==> src/rtl/vdma_frame_addr_gen.sv <==
// vdma_frame_addr_gen: latches a frame-slot pointer on vs rise and walks the frame as AXI line bursts.
// Optional sticky late-frame flag on port overrun: define VDMA_ADDR_OVERRUN_EN.
module vdma_frame_addr_gen #(
    parameter int                ADDR_W       = 32,
    parameter int                DATA_BYTES   = 8,
    parameter int                BURST_BEATS  = 16,
    parameter int                NUM_FRAMES   = 3,
    parameter logic [ADDR_W-1:0] BASE_ADDR    = 32'h1000_0000,
    parameter logic [ADDR_W-1:0] FRAME_STRIDE = 32'h0080_0000,
    parameter int                LINE_STRIDE  = 4096,
    parameter int                H_BYTES      = 3840,
    parameter int                V_LINES      = 1080
) (
    input  logic              clk,
    input  logic              rst_n,
    input  logic              enable,
    input  logic              vs,
    input  logic [2:0]        point,
    output logic              cmd_valid,
    input  logic              cmd_ready,
    output logic [ADDR_W-1:0] cmd_addr,
    output logic [7:0]        cmd_len,
    output logic              cmd_eol,
    output logic              frame_busy,
`ifdef VDMA_ADDR_OVERRUN_EN
    output logic              overrun,
`endif
    output logic              frame_done
);
    localparam logic [0:0] IDLE  = 1'b0;
    localparam logic [0:0] ISSUE = 1'b1;
    localparam int OW = $clog2(H_BYTES + 1);
    localparam int LW = $clog2(V_LINES) > 0 ? $clog2(V_LINES) : 1;

    logic [0:0]        state_q, state_d;
    logic [ADDR_W-1:0] base_q, base_d, slot;
    logic [LW-1:0]     line_q, line_d;
    logic [OW-1:0]     offset_q, offset_d;
    logic              vs_q, done_q, done_d;
    logic              issue, fire, vs_rise, last;
    logic [31:0]       rem, beats, step;

    always_comb begin
        issue   = state_q == ISSUE;
        fire    = issue & cmd_ready;
        vs_rise = vs & ~vs_q;
        slot    = 32'(point) < 32'(NUM_FRAMES) ? ADDR_W'(point) : '0;
        rem     = (32'(H_BYTES) - 32'(offset_q)) / 32'(DATA_BYTES);
        beats   = rem > 32'(BURST_BEATS) ? 32'(BURST_BEATS) : rem;
        step    = beats * 32'(DATA_BYTES);
        last    = 32'(offset_q) + step == 32'(H_BYTES);
    end

    assign cmd_valid  = issue;
    assign frame_busy = issue;
    assign frame_done = done_q;
    assign cmd_addr   = issue ? base_q + ADDR_W'(line_q) * ADDR_W'(LINE_STRIDE) + ADDR_W'(offset_q) : '0;
    assign cmd_len    = issue ? 8'(beats - 32'd1) : '0;
    assign cmd_eol    = issue & last;

    // Captures only from IDLE, so edges during a frame (even on its final fire) are dropped.
    always_comb begin
        state_d  = state_q;
        base_d   = base_q;
        line_d   = line_q;
        offset_d = offset_q;
        done_d   = 1'b0;
        if (!issue) begin
            if (vs_rise & enable) begin
                state_d  = ISSUE;
                base_d   = BASE_ADDR + slot * FRAME_STRIDE;
                line_d   = '0;
                offset_d = '0;
            end
        end else if (fire) begin
            if (!last) begin
                offset_d = offset_q + OW'(step);
            end else if (line_q != LW'(V_LINES - 1)) begin
                line_d   = line_q + LW'(1);
                offset_d = '0;
            end else begin
                state_d = IDLE;
                done_d  = 1'b1;
            end
        end
    end

    always_ff @(posedge clk or negedge rst_n) begin
        if (!rst_n) begin
            state_q  <= IDLE;
            base_q   <= '0;
            line_q   <= '0;
            offset_q <= '0;
            vs_q     <= 1'b0;
            done_q   <= 1'b0;
        end else begin
            state_q  <= state_d;
            base_q   <= base_d;
            line_q   <= line_d;
            offset_q <= offset_d;
            vs_q     <= vs;
            done_q   <= done_d;
        end
    end

`ifdef VDMA_ADDR_OVERRUN_EN
    logic overrun_q;

    always_ff @(posedge clk or negedge rst_n) begin
        if (!rst_n) overrun_q <= 1'b0;
        else        overrun_q <= enable & (overrun_q | (issue & vs_rise));
    end

    assign overrun = overrun_q;
`endif
endmodule
==> config.mk <==
export PLATFORM = sky130hd
export DESIGN_NAME = vdma_frame_addr_gen
export DESIGN_NICKNAME = d
export VERILOG_FILES = /design/src/rtl/vdma_frame_addr_gen.sv
export SDC_FILE = /design/constraint.sdc
export NUM_CORES = 1
export LEC_CHECK = 0
export ABC_AREA = 1
export BUFFER_PORTS_ARGS = -buffer_cell sky130_fd_sc_hd__clkbuf_2
export CELL_PAD_IN_SITES_DETAIL_PLACEMENT = 1
export CELL_PAD_IN_SITES_GLOBAL_PLACEMENT = 2
export CORE_MARGIN = 4
export CORE_UTILIZATION = 29
export CTS_CLUSTER_DIAMETER = 120
export CTS_CLUSTER_SIZE = 14
export DETAILED_ROUTE_END_ITERATION = 8
export PLACE_DENSITY_LB_ADDON = 0.2
export SLEW_MARGIN = 25
export SYNTH_ARGS = -nofsm -noshare
export SYNTH_HDL_FRONTEND = slang
export SYNTH_SLANG_ARGS = --single-unit
==> constraint.sdc <==
create_clock -name clk -period 5.1 [get_ports clk]
set_input_delay 0 -clock clk [delete_from_list [all_inputs] [get_ports clk]]
set_output_delay 0 -clock clk [all_outputs]
set_load 0.02 [all_outputs]
# [Yosys cells after proc, flatten, opt, wreduce, memory -nomap -nowiden]
# Cells that the tools add are included.
[word_totals] regBits=58 output_inout_bits=44 input_bits=8 wordCells=55
[op_classes] addsub=8 mux=23 n_lt_le_gt_ge=2 bitwise_logic=6 reduce_logical=4 eq_ne=6
[op_table] op="12-bit 2-to-1 mux" count=5
[op_table] op="11-bit 2-to-1 mux" count=5
[op_table] op="12-bit by 32-bit adder with 32-bit output" count=1
[op_table] op="32-bit by 12-bit adder with 32-bit output" count=1
[op_table] op="32-bit by 23-bit adder with 32-bit output" count=1
[op_table] op="32-bit by 12-bit == test with 1-bit output (second input constant)" count=1
[op_table] op="32-bit 2-to-1 mux" count=1
[op_table] op="29-bit by 26-bit adder with 30-bit output (first input constant)" count=1
[op_table] op="29-bit by 5-bit greater-than comparator with 1-bit output (second input constant)" count=1
[op_table] op="29-bit 2-to-1 mux" count=1
[op_table] op="12-bit by 12-bit subtractor with 13-bit output (first input constant)" count=1
[op_table] op="12-bit adder" count=1
[op_table] op="11-bit by 1-bit adder with 11-bit output (second input constant)" count=1
[op_table] op="11-bit != test (second input constant)" count=1
[op_table] op="1-bit 2-to-1 mux" count=9
[op_table] op="8-bit 2-to-1 mux" count=1
[op_table] op="8-bit by 1-bit subtractor with 8-bit output (second input constant)" count=1
[op_table] op="2-bit by 1-bit != test with 1-bit output (second input constant)" count=3
[op_table] op="1-bit AND" count=4
[op_table] op="4-bit AND reduction" count=1
[op_table] op="3-bit by 2-bit < comparator with 1-bit output (second input constant)" count=1
[op_table] op="3-bit 2-to-1 mux" count=1
[op_table] op="3-bit by 2-bit != test with 1-bit output (second input constant)" count=1
[op_table] op="3-bit AND reduction" count=1
[op_table] op="other kinds (3)" count=4

# [Logic depth before layout (Yosys ltp)]
# Gate-level depths: netlist of the first run.
[depth] ltp_word=8 ltp_mapped=36 depth_no_buf=35

# [Worst setup path before layout of the first run]
# No wires, ideal clock.
[synth_path] path_kind="register to register" start="register offset_q[4]" end="register line_q[7]" n_path_buf=1 period_less_slack_ps=3775 setup_ps=117 arrival_ps=3658 required_ps=4983 path_slack_ps=1325 path_stages_with_launch=35 path_cell_list="dfrtp_1 inv_1 ha_1 inv_1 nor2_2 nand2_2 nand2_1 nand2_1 nand3_1 nor2_4 nand2_4 nor2_1 ha_1 nand4_1 nand2_1 nand2_2 nand2_2 nand2_1 nand2_1 a21oi_1 ha_1 nand2_1 nor4_1 nand3_1 nor2_1 nand2_1 nor2_2 nand2_2 nor2_4 nand2_2 nand2_2 nand2_2 buf_6 nand2_1 nand2_1"
[synth_between] elab_chain_cells=7
[synth_rtl] element="from (decl)" line_no="38" text="logic [OW-1:0] offset_q, offset_d;"
[synth_rtl] element="from (signal assigned)" line_no="100" text="offset_q <= offset_d;"
[synth_rtl] element="12-bit by 12-bit subtractor with 13-bit output" line_no="48" text="rem = (32'(H_BYTES) - 32'(offset_q)) / 32'(DATA_BYTES);"
[synth_rtl] element="29-bit by 5-bit greater-than comparator with 1-bit output" line_no="49" text="beats = rem > 32'(BURST_BEATS) ? 32'(BURST_BEATS) : rem;"
[synth_rtl] element="29-bit 2-to-1 mux" line_no="49"
[synth_rtl] element="12-bit by 32-bit adder with 32-bit output *" line_no="51" text="last = 32'(offset_q) + step == 32'(H_BYTES);"
[synth_rtl] element="32-bit by 12-bit == test with 1-bit output *" line_no="51"
[synth_rtl] element="2-bit by 1-bit != test with 1-bit output (no line) *"
[synth_rtl] element="4-bit AND reduction (no line) *"
[synth_rtl] element="to (signal assigned)" line_no="99" text="line_q <= line_d;"
[synth_rtl] element="to (decl)" line_no="37" text="logic [LW-1:0] line_q, line_d;"
# Every way passes the cells marked *; elsewhere a longest branch is shown, timed or not.
# A chain may end at the register's enable or synchronous reset.

# [Worst setup path after layout of the first run]
[layout_path] start="register offset_q[4]" end="register line_q[1]"
# The elaborated chain is that of the path after synthesis.

==> impl_summary.log, run 1 <==
[metrics] required time of the critical path: 5.27 ns
[metrics] number of enable flip-flop cells after synthesis: 0
[metrics] most common cell after layout, fill and taps aside: sky130_fd_sc_hd__nand2_1
[metrics] setup repair after global routing missed its margin: false
[metrics] area growth from synthesis to layout: 14.8%
[metrics] worst clock skew on the final layout: 0.00449 ns
[metrics] headroom to the max-slew limit: 47.4%
[metrics] hold slack: 0.0263 ns
[metrics] post-synth design cell area: 0.00282 mm²
[metrics] Vias/cell: 4.62
[metrics] kind of end point of the critical path: flop
[metrics] Max Fanout on Critical Path: 11
[metrics] transition at the pin with the smallest max-transition slack: 0.784 ns
[metrics] diodes inserted: 0
[metrics] most frequent cells in the layout: 144 x sky130_fd_sc_hd__nand2_1, 70 x sky130_fd_sc_hd__inv_1, 48 x sky130_fd_sc_hd__nor2_1
[metrics] total I/O pin count: 52
[metrics] Post-CTS Hold Fix Bufs: 5
[metrics] class of the worst hold path: in -> reg
[metrics] period utilization: 86.8%
[metrics] hold violation total from the final report: 0
[metrics] max-capacitance violation count: 0
[metrics] Num CTS Buffers: 3
[metrics] highest achievable clock rate: 0.226 GHz
[metrics] worst skew pair latency: 0.27 ns
[metrics] worst setup slack after placement: 0.631 ns
[metrics] Synth async-reset ratio: 100%
[metrics] total track usage: 15.4%
[metrics] critical path launch point type: flop
[metrics] final worst path period need: 4.43 ns
[metrics] placer congestion estimate: 0.788
[metrics] number of DRC violations after detailed-routing iteration 0: 63
[metrics] endpoints failing setup: 0
[metrics] Routed WL: 8.32 mm
[metrics] number of storage elements in the synthesis netlist: 27
[metrics] Vias: 2965
[metrics] global-route wire length before repair: 14.7 mm
[metrics] wire length per cell after detailed routing: 13.0 µm
[metrics] DRC violation count after routing: 0
[metrics] endpoint arrival time on the critical path: 4.60 ns
[metrics] core area: 0.00937 mm²
[metrics] Leakage: 1.94 nW
[metrics] number of port buffers: 43
[metrics] clock buffer depth: 2
[metrics] die boundary height: 107 µm
[metrics] CTS-repair resized insts: 0
[metrics] final worst slack: 0.673 ns
[metrics] CTS clock-pin slew for the worst setup and hold paths: 0.09 ns
[metrics] Critical Path Max Stage Delay: 0.49 ns
[metrics] number of nets in the final layout: 535
[metrics] First-pass DRT Iterations: 4
[metrics] critical path class: reg -> reg
[metrics] vias in the first global route: 3171
[metrics] clock tree from TritonCTS: built
[metrics] number of H-tree levels: 1
[metrics] library cell contributing the largest single delay on the critical path: sky130_fd_sc_hd__dfrtp_1
[metrics] status: completed
[metrics] cell chosen for the clock root: sky130_fd_sc_hd__clkbuf_8
[metrics] crit-path most repeated cell: sky130_fd_sc_hd__nand2_1
[metrics] max-slew violation count: 0
[metrics] number of antenna violations at the first check in global routing: 0
[metrics] fraction of final layout cells with drive strength greater than 1: 17.9%
[metrics] leading register cell type out of synthesis: sky130_fd_sc_hd__dfrtp_1
[metrics] portion of the post-synthesis area used by sequential elements: 23.9%
[metrics] count of unique library cells instantiated by Yosys: 33
[metrics] die width: 107 µm
[metrics] Post-DP HPWL: 6.75 mm
[metrics] die area: 0.0114 mm²
[metrics] post-CTS setup buffer count: 0
[metrics] pin count of the biggest net entering global routing: 35
[metrics] Clock Sinks: 27
[metrics] Max IR drop VDD: 0.0979 mV
[metrics] Cells after Synth: 465
[metrics] antenna-violating nets left: 0
[metrics] fraction of the core area covered by cells at the end of the flow: 34.6%
[metrics] starting density of the core: 30.1%
[metrics] number of warning messages in the yosys log: 0
[metrics] remaining global-route overflow: 0
[metrics] power density over the cells: 343 mW/mm²
[metrics] average size of a mapped cell: 6.07 µm²
[metrics] placement row count: 35
[metrics] setup total negative slack: 0 ns
[metrics] post-layout power: 0.00111 W
==> critical path: cells and delay by family (launching register included) <==
family	cells	cell delay (ns)
adders and majority gates	3	0.63
AOI/OAI and AO/OA	1	0.15
and+or+nand+nor	27	2.82
buffers and inverters	2	0.22
DFF	1	0.49
==> power breakdown <==
part,switching (W),internal (W)
registers,0.0000803,0.000250
clock network,0.0000676,0.0000560
logic,0.000444,0.000215
==> final cells by class <==
cell class,instances,area [µm²]
clock buffer,4,45.0
fill,1287,6130
inverter,81,304
multi-input combinational,351,1770
sequential,27,676
tap,129,161
timing repair buffer,50,280
==> worst paths after layout <==
kind / to / slack, ns / start / cells after the start
worst min register to register: base_q[28] / 0.48 / base_q[28] / 1
min in group asynchronous: line_q[1] / 0.30 / rst_n / 2
worst max-delay path: line_q[1] / 0.67 / offset_q[4] / 33
worst min-delay path: base_q[24] / 0.03 / point[0] / 4
max in group asynchronous: line_q[9] / 4.34 / rst_n / 2
worst max register to register: line_q[1] / 0.67 / offset_q[4] / 33
==> metrics by stage <==
step	cell area [µm²]	std cells
6_report	3240	642
5_1_grt	3240	642
4_1_cts	3240	642
3_5_place_dp	3150	633
3_3_place_gp	3150	633
2_1_floorplan	2880	480
==> logic make-up (layout without fill, tap and decap cells) <==
| group | count (synthesis) | after routing | synth area share (%) |
|---|---|---|---|
| simple gates | 297 | 297 | 48.7 |
| compound gates | 16 | 16 | 3.32 |
| xor+xnor | 8 | 8 | 2.48 |
| fa+ha+maj | 13 | 13 | 6.03 |
| buf+inv | 102 | 135 | 15.2 |
| flops | 27 | 27 | 23.9 |
| other cells | 2 | 17 | 0.266 |
==> synthesized netlist by cell type (2+ instances only) <==
cell | count | area (µm²)
sky130_fd_sc_hd__xor2_1 | 5 | 43.8
sky130_fd_sc_hd__nand2_1 | 144 | 541
sky130_fd_sc_hd__nand3_2 | 5 | 50.1
sky130_fd_sc_hd__nand2_2 | 15 | 93.8
sky130_fd_sc_hd__inv_1 | 70 | 263
sky130_fd_sc_hd__nor3_1 | 12 | 60.1
sky130_fd_sc_hd__o21ai_0 | 3 | 15.0
sky130_fd_sc_hd__a21oi_1 | 10 | 50.1
sky130_fd_sc_hd__inv_2 | 10 | 37.5
sky130_fd_sc_hd__nor2_4 | 5 | 56.3
sky130_fd_sc_hd__buf_2 | 2 | 10.0
sky130_fd_sc_hd__or2_2 | 2 | 12.5
sky130_fd_sc_hd__clkbuf_1 | 8 | 30.0
sky130_fd_sc_hd__nor2_2 | 3 | 18.8
sky130_fd_sc_hd__nand4_1 | 9 | 56.3
sky130_fd_sc_hd__nand3_1 | 42 | 210
sky130_fd_sc_hd__nand2_4 | 2 | 22.5
sky130_fd_sc_hd__conb_1 | 2 | 7.51
sky130_fd_sc_hd__dfrtp_1 | 27 | 676
sky130_fd_sc_hd__buf_4 | 10 | 75.1
sky130_fd_sc_hd__nor2_1 | 48 | 180
sky130_fd_sc_hd__xnor2_1 | 3 | 26.3
sky130_fd_sc_hd__nor4_1 | 7 | 43.8
sky130_fd_sc_hd__ha_1 | 12 | 150
==> sequential cells by signal, summed over array words and instances (netlist names) <==
name,flops
base_q,4
frame_done,1
cmd_valid,1
vs_q,1
line_q,11
offset_q,9
==> layer usage <==
metal / wire length [µm] / GRT usage, %
met1: 3810 / 18.7
met2: 4310 / 29.7
met3: 158 / 1.44
met4: 40 / 2.56
met5: 0 / 0
No activity file was read; power rests on OpenSTA's default activity.
==> run 2: changes to the inputs <==
Settings changed: CAP_MARGIN set to 10.
Clock period 5.1 ns to 4.2 ns, I/O delays scaled along.
==> impl_summary.log, run 2 (synthesized netlist as in run 1, its figures left out) <==
[metrics] status: completed (unchanged)
[metrics] max-slew violation count: 0 (unchanged)
[metrics] First-pass DRT Iterations: 6 (was 4)
[metrics] fraction of the core area covered by cells at the end of the flow: 37.5% (was 34.6%)
[metrics] post-layout power: 0.00146 W (was 0.00111 W)
[metrics] filler cell count in the final layout: 1310 (was 1287)
[metrics] crit-path most repeated cell: sky130_fd_sc_hd__nand2_2 (was sky130_fd_sc_hd__nand2_1)
[metrics] transition at the pin with the smallest max-transition slack: 0.874 ns (was 0.784 ns)
[metrics] sequential cell fraction of total power: 26.4% (was 29.7%)
[metrics] internal power: 0.000689 W (was 0.000520 W)
[metrics] most common cell after layout, fill and taps aside: sky130_fd_sc_hd__nand2_1 (unchanged)
[metrics] Leakage: 2.04 nW (was 1.94 nW)
[metrics] number of DRC violations after detailed-routing iteration 0: 86 (was 63)
[metrics] number of antenna violations at the first check in global routing: 0 (unchanged)
[metrics] Num CTS Buffers: 3 (unchanged)
[metrics] global-route wire length before repair: 14.9 mm (was 14.7 mm)
[metrics] Critical Path Max Stage Delay: 0.41 ns (was 0.49 ns)
[metrics] number of flip-flops under the largest register name: 11 (unchanged)
[metrics] worst path bufs/invs: 3 (was 2)
[metrics] NetSw: 0.000773 W (was 0.000592 W)
[metrics] cell chosen for the clock root: sky130_fd_sc_hd__clkbuf_8 (unchanged)
[metrics] Vias: 3050 (was 2965)
[metrics] die boundary height: 107 µm (unchanged)
[metrics] worst setup slack after placement: 0.0500 ns (was 0.631 ns)
[metrics] total I/O pin count: 52 (unchanged)
[metrics] number of nets in the final layout: 554 (was 535)
[metrics] switching share of total power: 52.9% (was 53.2%)
[metrics] most frequent cells in the layout: 136 x sky130_fd_sc_hd__nand2_1, 68 x sky130_fd_sc_hd__inv_1, 45 x sky130_fd_sc_hd__nor2_1 (was 144 x sky130_fd_sc_hd__nand2_1, 70 x sky130_fd_sc_hd__inv_1, 48 x sky130_fd_sc_hd__nor2_1)
[metrics] hold violation total from the final report: 0 (unchanged)
[metrics] area growth from synthesis to layout: 24.4% (was 14.8%)
[metrics] Post-DP HPWL: 6.91 mm (was 6.75 mm)
[metrics] number of H-tree levels: 1 (unchanged)
[metrics] die area: 0.0114 mm² (unchanged)
[metrics] endpoints failing setup: 0 (unchanged)
[metrics] vias in the first global route: 3146 (was 3171)
[metrics] pin count of the biggest net entering global routing: 35 (unchanged)
[metrics] placer congestion estimate: 0.797 (was 0.788)
[metrics] gate family responsible for the most delay along the worst path: simple AND/OR/NAND/NOR gates (unchanged)
[metrics] clock buffer depth: 2 (unchanged)
[metrics] CTS clock-pin slew for the worst setup and hold paths: 0.09 ns (about the same)
[metrics] combinational group share of total power: 63.0% (was 59.2%)
[metrics] library cell contributing the largest single delay on the critical path: sky130_fd_sc_hd__dfrtp_2 (was sky130_fd_sc_hd__dfrtp_1)
[metrics] placement row count: 35 (unchanged)
[metrics] registers with the most flip-flops: line_q (11), offset_q (9), base_q (4) (unchanged)
[metrics] worst skew pair latency: 0.28 ns (was 0.27 ns)
[metrics] critical path launch point type: flop (unchanged)
[metrics] die width: 107 µm (unchanged)
[metrics] Clock Sinks: 27 (unchanged)
[metrics] post-layout instance count excluding filler cells: 661 (was 642)
[metrics] total track usage: 15.8% (was 15.4%)
[metrics] remaining global-route overflow: 0 (unchanged)
[metrics] Routed WL: 8.75 mm (was 8.32 mm)
[metrics] number of placed cells counting well taps: 642 (was 633)
[metrics] critical path class: reg -> out (was reg -> reg)
[metrics] power density over the cells: 416 mW/mm² (was 343 mW/mm²)
[metrics] Max IR drop VDD: 0.130 mV (was 0.0979 mV)
[metrics] headroom to the max-slew limit: 41.4% (was 47.4%)
[metrics] final worst slack: 0.364 ns (was 0.673 ns)
[metrics] worst clock skew on the final layout: 0.00484 ns (was 0.00449 ns)
[metrics] fraction of final layout cells with drive strength greater than 1: 25.6% (was 17.9%)
[metrics] wire length per cell after detailed routing: 13.2 µm (was 13.0 µm)
[metrics] antenna-violating nets left: 0 (unchanged)
[metrics] diodes inserted: 0 (unchanged)
[metrics] core area: 0.00937 mm² (unchanged)
[metrics] max-capacitance violation count: 0 (unchanged)
[metrics] kind of end point of the critical path: primary output (was flop)
[metrics] required time of the critical path: 4.20 ns (was 5.27 ns)
[metrics] DRC violation count after routing: 0 (unchanged)
[metrics] Vias/cell: 4.61 (was 4.62)
[metrics] period utilization: 91.3%
[metrics] setup total negative slack: 0 ns (unchanged)
[metrics] clock tree from TritonCTS: built (unchanged)
[metrics] endpoint arrival time on the critical path: 3.84 ns (was 4.60 ns)
[metrics] largest register by flop count: line_q (unchanged)
[metrics] Max Fanout on Critical Path: 5 (was 11)
[metrics] highest achievable clock rate: 0.261 GHz
[metrics] number of port buffers: 43 (unchanged)
[metrics] final worst path period need: 3.84 ns
[metrics] power share of the clock group: 10.6% (was 11.1%)
[metrics] setup repair after global routing missed its margin: true (was false)
[metrics] class of the worst hold path: in -> reg (unchanged)
[metrics] starting density of the core: 30.1% (unchanged)
[run 2: power by group through the flow]
stage                     clock, W  combinational (W)  sequential (W)
after detailed placement         0           0.000852        0.000384
final                     0.000155           0.000921        0.000385
after global placement           0           0.000842        0.000383
after floorplan                  0           0.000623        0.000362
after CTS                 0.000164           0.000861        0.000379
after global routing      0.000174            0.00105        0.000395
[run 2: per-stage QoR]
| step | hold WS [ns] | instance area (µm²) |
|---|---|---|
| final | 0.0462 | 3510 |
| after global routing | 0.0574 | 3510 |
| after CTS | 0.0314 | 3310 |
| after detailed placement | 0.105 | 3210 |
| after global placement | 0.104 | 3210 |
| after floorplan | -0.296 | 2880 |
[run 2: area by class of cell]
type	count	area, µm²	area share [%]
clock buffers	4	45.0	1.28
inverters	81	309	8.80
multi-input cells	351	1890	53.7
flip-flops and latches	27	678	19.3
well taps	129	161	4.59
repair buffers	69	433	12.3
[run 2: path summary, 6_finish.rpt]
path,startpoint,endpoint,slack (ns),cells past startpoint
min reg2reg,base_q[28],base_q[28],0.49,1
max in group asynchronous,rst_n,offset_q[3],3.38,2
max,offset_q[3],cmd_eol,0.36,29
min in group asynchronous,rst_n,line_q[5],0.30,2
min,point[0],base_q[24],0.05,4
max reg2reg,offset_q[3],offset_q[9],0.38,32
[run 2: metal layers]
layer	global-route usage (%)	wire, µm	vias to the layer above
li1	-	-	1543
met1	19.4	3910	1467
met2	29.5	4550	34
met3	1.44	194	6
met4	3.74	105	0
met5	0	0	-
[run 2: timing repair]
| item | CTS | global route |
|---|---|---|
| gates resized for setup | 0 | 36 |
| setup buffers | 0 | 10 |
| hold buffers | 5 | 0 |
| endpoints found under the setup margin | 0 | 23 |
| endpoints found under the hold margin | 30 | 0 |
[run 2: worst min-delay path: cells and delay by family]
kind | cells | cell delay (ns)
AO/OA/AOI/OAI | 1 | 0.08
AND/OR/NAND/NOR | 1 | 0.07
buffers and inverters | 2 | 0.13
==> run 3: changes to the inputs <==
Settings changed: MAX_ROUTING_LAYER set to met4.
Clock period 4.2 ns to 3.7 ns, I/O delays scaled along.
==> impl_summary.log, run 3 (synthesized netlist as in run 1, its figures left out) <==
[metrics] required time of the critical path: 3.70 ns (was 4.20 ns)
[metrics] Max Fanout on Critical Path: 4 (was 5)
[metrics] setup total negative slack: -2.73 ns (was 0 ns)
[metrics] library cell contributing the largest single delay on the critical path: sky130_fd_sc_hd__dfrtp_1 (was sky130_fd_sc_hd__dfrtp_2)
[metrics] clock buffer depth: 2 (unchanged)
[metrics] final worst slack: -0.255 ns (was 0.364 ns)
[metrics] placer congestion estimate: 0.813 (was 0.797)
[metrics] Vias/cell: 4.67 (was 4.61)
[metrics] critical path launch point type: flop (unchanged)
[metrics] status: complete, but fails checks (was completed)
[metrics] max-capacitance violation count: 0 (unchanged)
[metrics] headroom to the max-slew limit: 22.6% (was 41.4%)
[metrics] worst clock skew on the final layout: 0.00372 ns (was 0.00484 ns)
[metrics] highest achievable clock rate: 0.253 GHz
[metrics] placement row count: 35 (unchanged)
[metrics] number of antenna violations at the first check in global routing: 0 (unchanged)
[metrics] Leakage: 2.34 nW (was 2.04 nW)
[metrics] total I/O pin count: 52 (unchanged)
[metrics] cell chosen for the clock root: sky130_fd_sc_hd__clkbuf_8 (unchanged)
[metrics] wire length per cell after detailed routing: 14.2 µm (was 13.2 µm)
[metrics] hold violation total from the final report: 0 (unchanged)
[metrics] power density over the cells: 459 mW/mm² (was 416 mW/mm²)
[metrics] crit-path most repeated cell: sky130_fd_sc_hd__nand2_2 (unchanged)
[metrics] GR Util met1: 21.0% (was 19.4%)
[metrics] antenna-violating nets left: 0 (unchanged)
[metrics] final worst path period need: 3.95 ns
[metrics] number of placed cells counting well taps: 677 (was 642)
[metrics] setup repair after global routing missed its margin: true (unchanged)
[metrics] number of nets in the final layout: 610 (was 554)
[metrics] endpoints failing setup: 22 (was 0)
[metrics] Vias: 3350 (was 3050)
[metrics] class of the worst hold path: in -> reg (unchanged)
[metrics] number of flip-flops under the largest register name: 11 (unchanged)
[metrics] CTS clock-pin slew for the worst setup and hold paths: 0.10 ns (was 0.09 ns)
[metrics] most common cell after layout, fill and taps aside: sky130_fd_sc_hd__nand2_1 (unchanged)
[metrics] number of DRC violations after detailed-routing iteration 0: 80 (was 86)
[metrics] filler cell count in the final layout: 1281 (was 1310)
[metrics] die area: 0.0114 mm² (unchanged)
[metrics] DRC violation count after routing: 0 (unchanged)
[metrics] max-slew violation count: 0 (unchanged)
[metrics] diodes inserted: 0 (unchanged)
[metrics] transition at the pin with the smallest max-transition slack: 1.16 ns (was 0.874 ns)
[metrics] register area: 677 µm² (was 678 µm²)
[metrics] total track usage: 18.1% (was 15.8%)
[metrics] remaining global-route overflow: 0 (unchanged)
[metrics] kind of end point of the critical path: primary output (unchanged)
[metrics] die width: 107 µm (unchanged)
[metrics] die boundary height: 107 µm (unchanged)
[metrics] violated checks: setup timing
[metrics] number of H-tree levels: 1 (unchanged)
[metrics] First-pass DRT Iterations: 4 (was 6)
[metrics] worst path bufs/invs: 6 (was 3)
[metrics] multi-input combinational cell area: 0.00212 mm² (was 0.00189 mm²)
[metrics] clock tree from TritonCTS: built (unchanged)
[metrics] Clock Sinks: 27 (unchanged)
[metrics] Post-DP HPWL: 7.36 mm (was 6.91 mm)
[metrics] area growth from synthesis to layout: 47.5% (was 24.4%)
[metrics] largest register by flop count: line_q (unchanged)
[metrics] most frequent cells in the layout: 113 x sky130_fd_sc_hd__nand2_1, 68 x sky130_fd_sc_hd__inv_1, 68 x sky130_fd_sc_hd__buf_4 (was 136 x sky130_fd_sc_hd__nand2_1, 68 x sky130_fd_sc_hd__inv_1, 45 x sky130_fd_sc_hd__nor2_1)
[metrics] Max IR drop VDD: 0.129 mV (was 0.130 mV)
[metrics] pin count of the biggest net entering global routing: 28 (was 35)
[metrics] post-layout instance count excluding filler cells: 717 (was 661)
[metrics] number of port buffers: 43 (unchanged)
[metrics] starting density of the core: 30.1% (unchanged)
[metrics] global-route track usage on met3: 1.08% (was 1.44%)
[metrics] Critical Path Max Stage Delay: 0.38 ns (was 0.41 ns)
[metrics] fraction of final layout cells with drive strength greater than 1: 39.3% (was 25.6%)
[metrics] vias in the first global route: 3544 (was 3146)
[metrics] endpoint arrival time on the critical path: 3.95 ns (was 3.84 ns)
[metrics] Num CTS Buffers: 3 (unchanged)
[metrics] worst skew pair latency: 0.28 ns (about the same)
[metrics] critical path class: reg -> out (unchanged)
[metrics] core area: 0.00937 mm² (unchanged)
[metrics] gate family responsible for the most delay along the worst path: simple AND/OR/NAND/NOR gates (unchanged)
[metrics] registers with the most flip-flops: line_q (11), offset_q (9), base_q (4) (unchanged)
[metrics] peak-usage layer in the global routing report: met2 (unchanged)
[metrics] global-route wire length before repair: 16.7 mm (was 14.9 mm)
[metrics] met2 Track Usage GR: 34.5% (was 29.5%)
[metrics] period utilization: 107%
[metrics] Routed WL: 10.2 mm (was 8.75 mm)
## run 3: worst paths after layout
| path | from | end | slack, ns | depth (start not counted) |
|---|---|---|---|---|
| max | offset_q[3] | cmd_eol | -0.25 | 31 |
| min | point[0] | base_q[24] | 0.02 | 4 |
| max reg2reg | offset_q[3] | frame_done | -0.22 | 32 |
| min reg2reg | base_q[28] | base_q[28] | 0.48 | 1 |
| max in group asynchronous | rst_n | offset_q[4] | 2.85 | 2 |
| min in group asynchronous | rst_n | line_q[5] | 0.31 | 2 |
## run 3: layout make-up
class | instances | area share [%]
timing repair buffer | 122 | 20.5
clock buffer | 3 | 0.992
clock inverter | 1 | 0.120
inverter | 81 | 7.36
sequential | 27 | 16.3
tap | 129 | 3.88
multi-input combinational | 354 | 50.9
## run 3: metrics by stage
| stage | setup WS [ns] | hold WS [ns] | util, % | cell area [µm²] | power, W |
|---|---|---|---|---|---|
| finish | -0.255 | 0.0176 | 44.4 | 4160 | 0.00191 |
| global route | -0.513 | 0.0221 | 44.4 | 4160 | 0.00209 |
| CTS | -0.152 | 0.0159 | 41.9 | 3920 | 0.00185 |
| detailed placement | -0.275 | 0.106 | 37.1 | 3480 | 0.00156 |
| global placement | -0.106 | 0.113 | 37.1 | 3480 | 0.00154 |
| floorplan | 0.00669 | -0.296 | - | 2880 | 0.00112 |
## run 3: power breakdown
part | switching (W) | total [W] | internal, W
Clock | 0.000105 | 0.000181 | 0.0000758
Sequential | 0.0000683 | 0.000414 | 0.000346
Combinational | 0.000786 | 0.00132 | 0.000531
Total | 0.000960 | 0.00191 | 0.000953
## run 3: worst reg2reg max path, delay by kind of cell, from the launching register on
family | cells | cell delay, ns
AND/OR/NAND/NOR | 20 | 1.90
buffers and inverters | 7 | 0.77
adder cells (fa/ha/maj) | 3 | 0.53
flip-flops | 1 | 0.38
AO/OA/AOI/OAI | 2 | 0.25
## run 3: repair_timing
| item | 4_1_cts | 5_1_grt |
|---|---|---|
| gates resized for setup | 44 | 41 |
| hold buffers | 5 | 0 |
| hold endpoints to repair | 30 | 0 |
| setup endpoints to repair | 23 | 23 |
| cloned | 3 | 0 |
| buffers inserted | 18 | 12 |
| pin swaps | 23 | 34 |
## run 3: routing by layer
metal / vias to the layer above / part of all wire [%]
met5: - / 0
met4: 0 / 1.3
met3: 8 / 1.4
met2: 31 / 54
met1: 1649 / 43
li1: 1662 / -
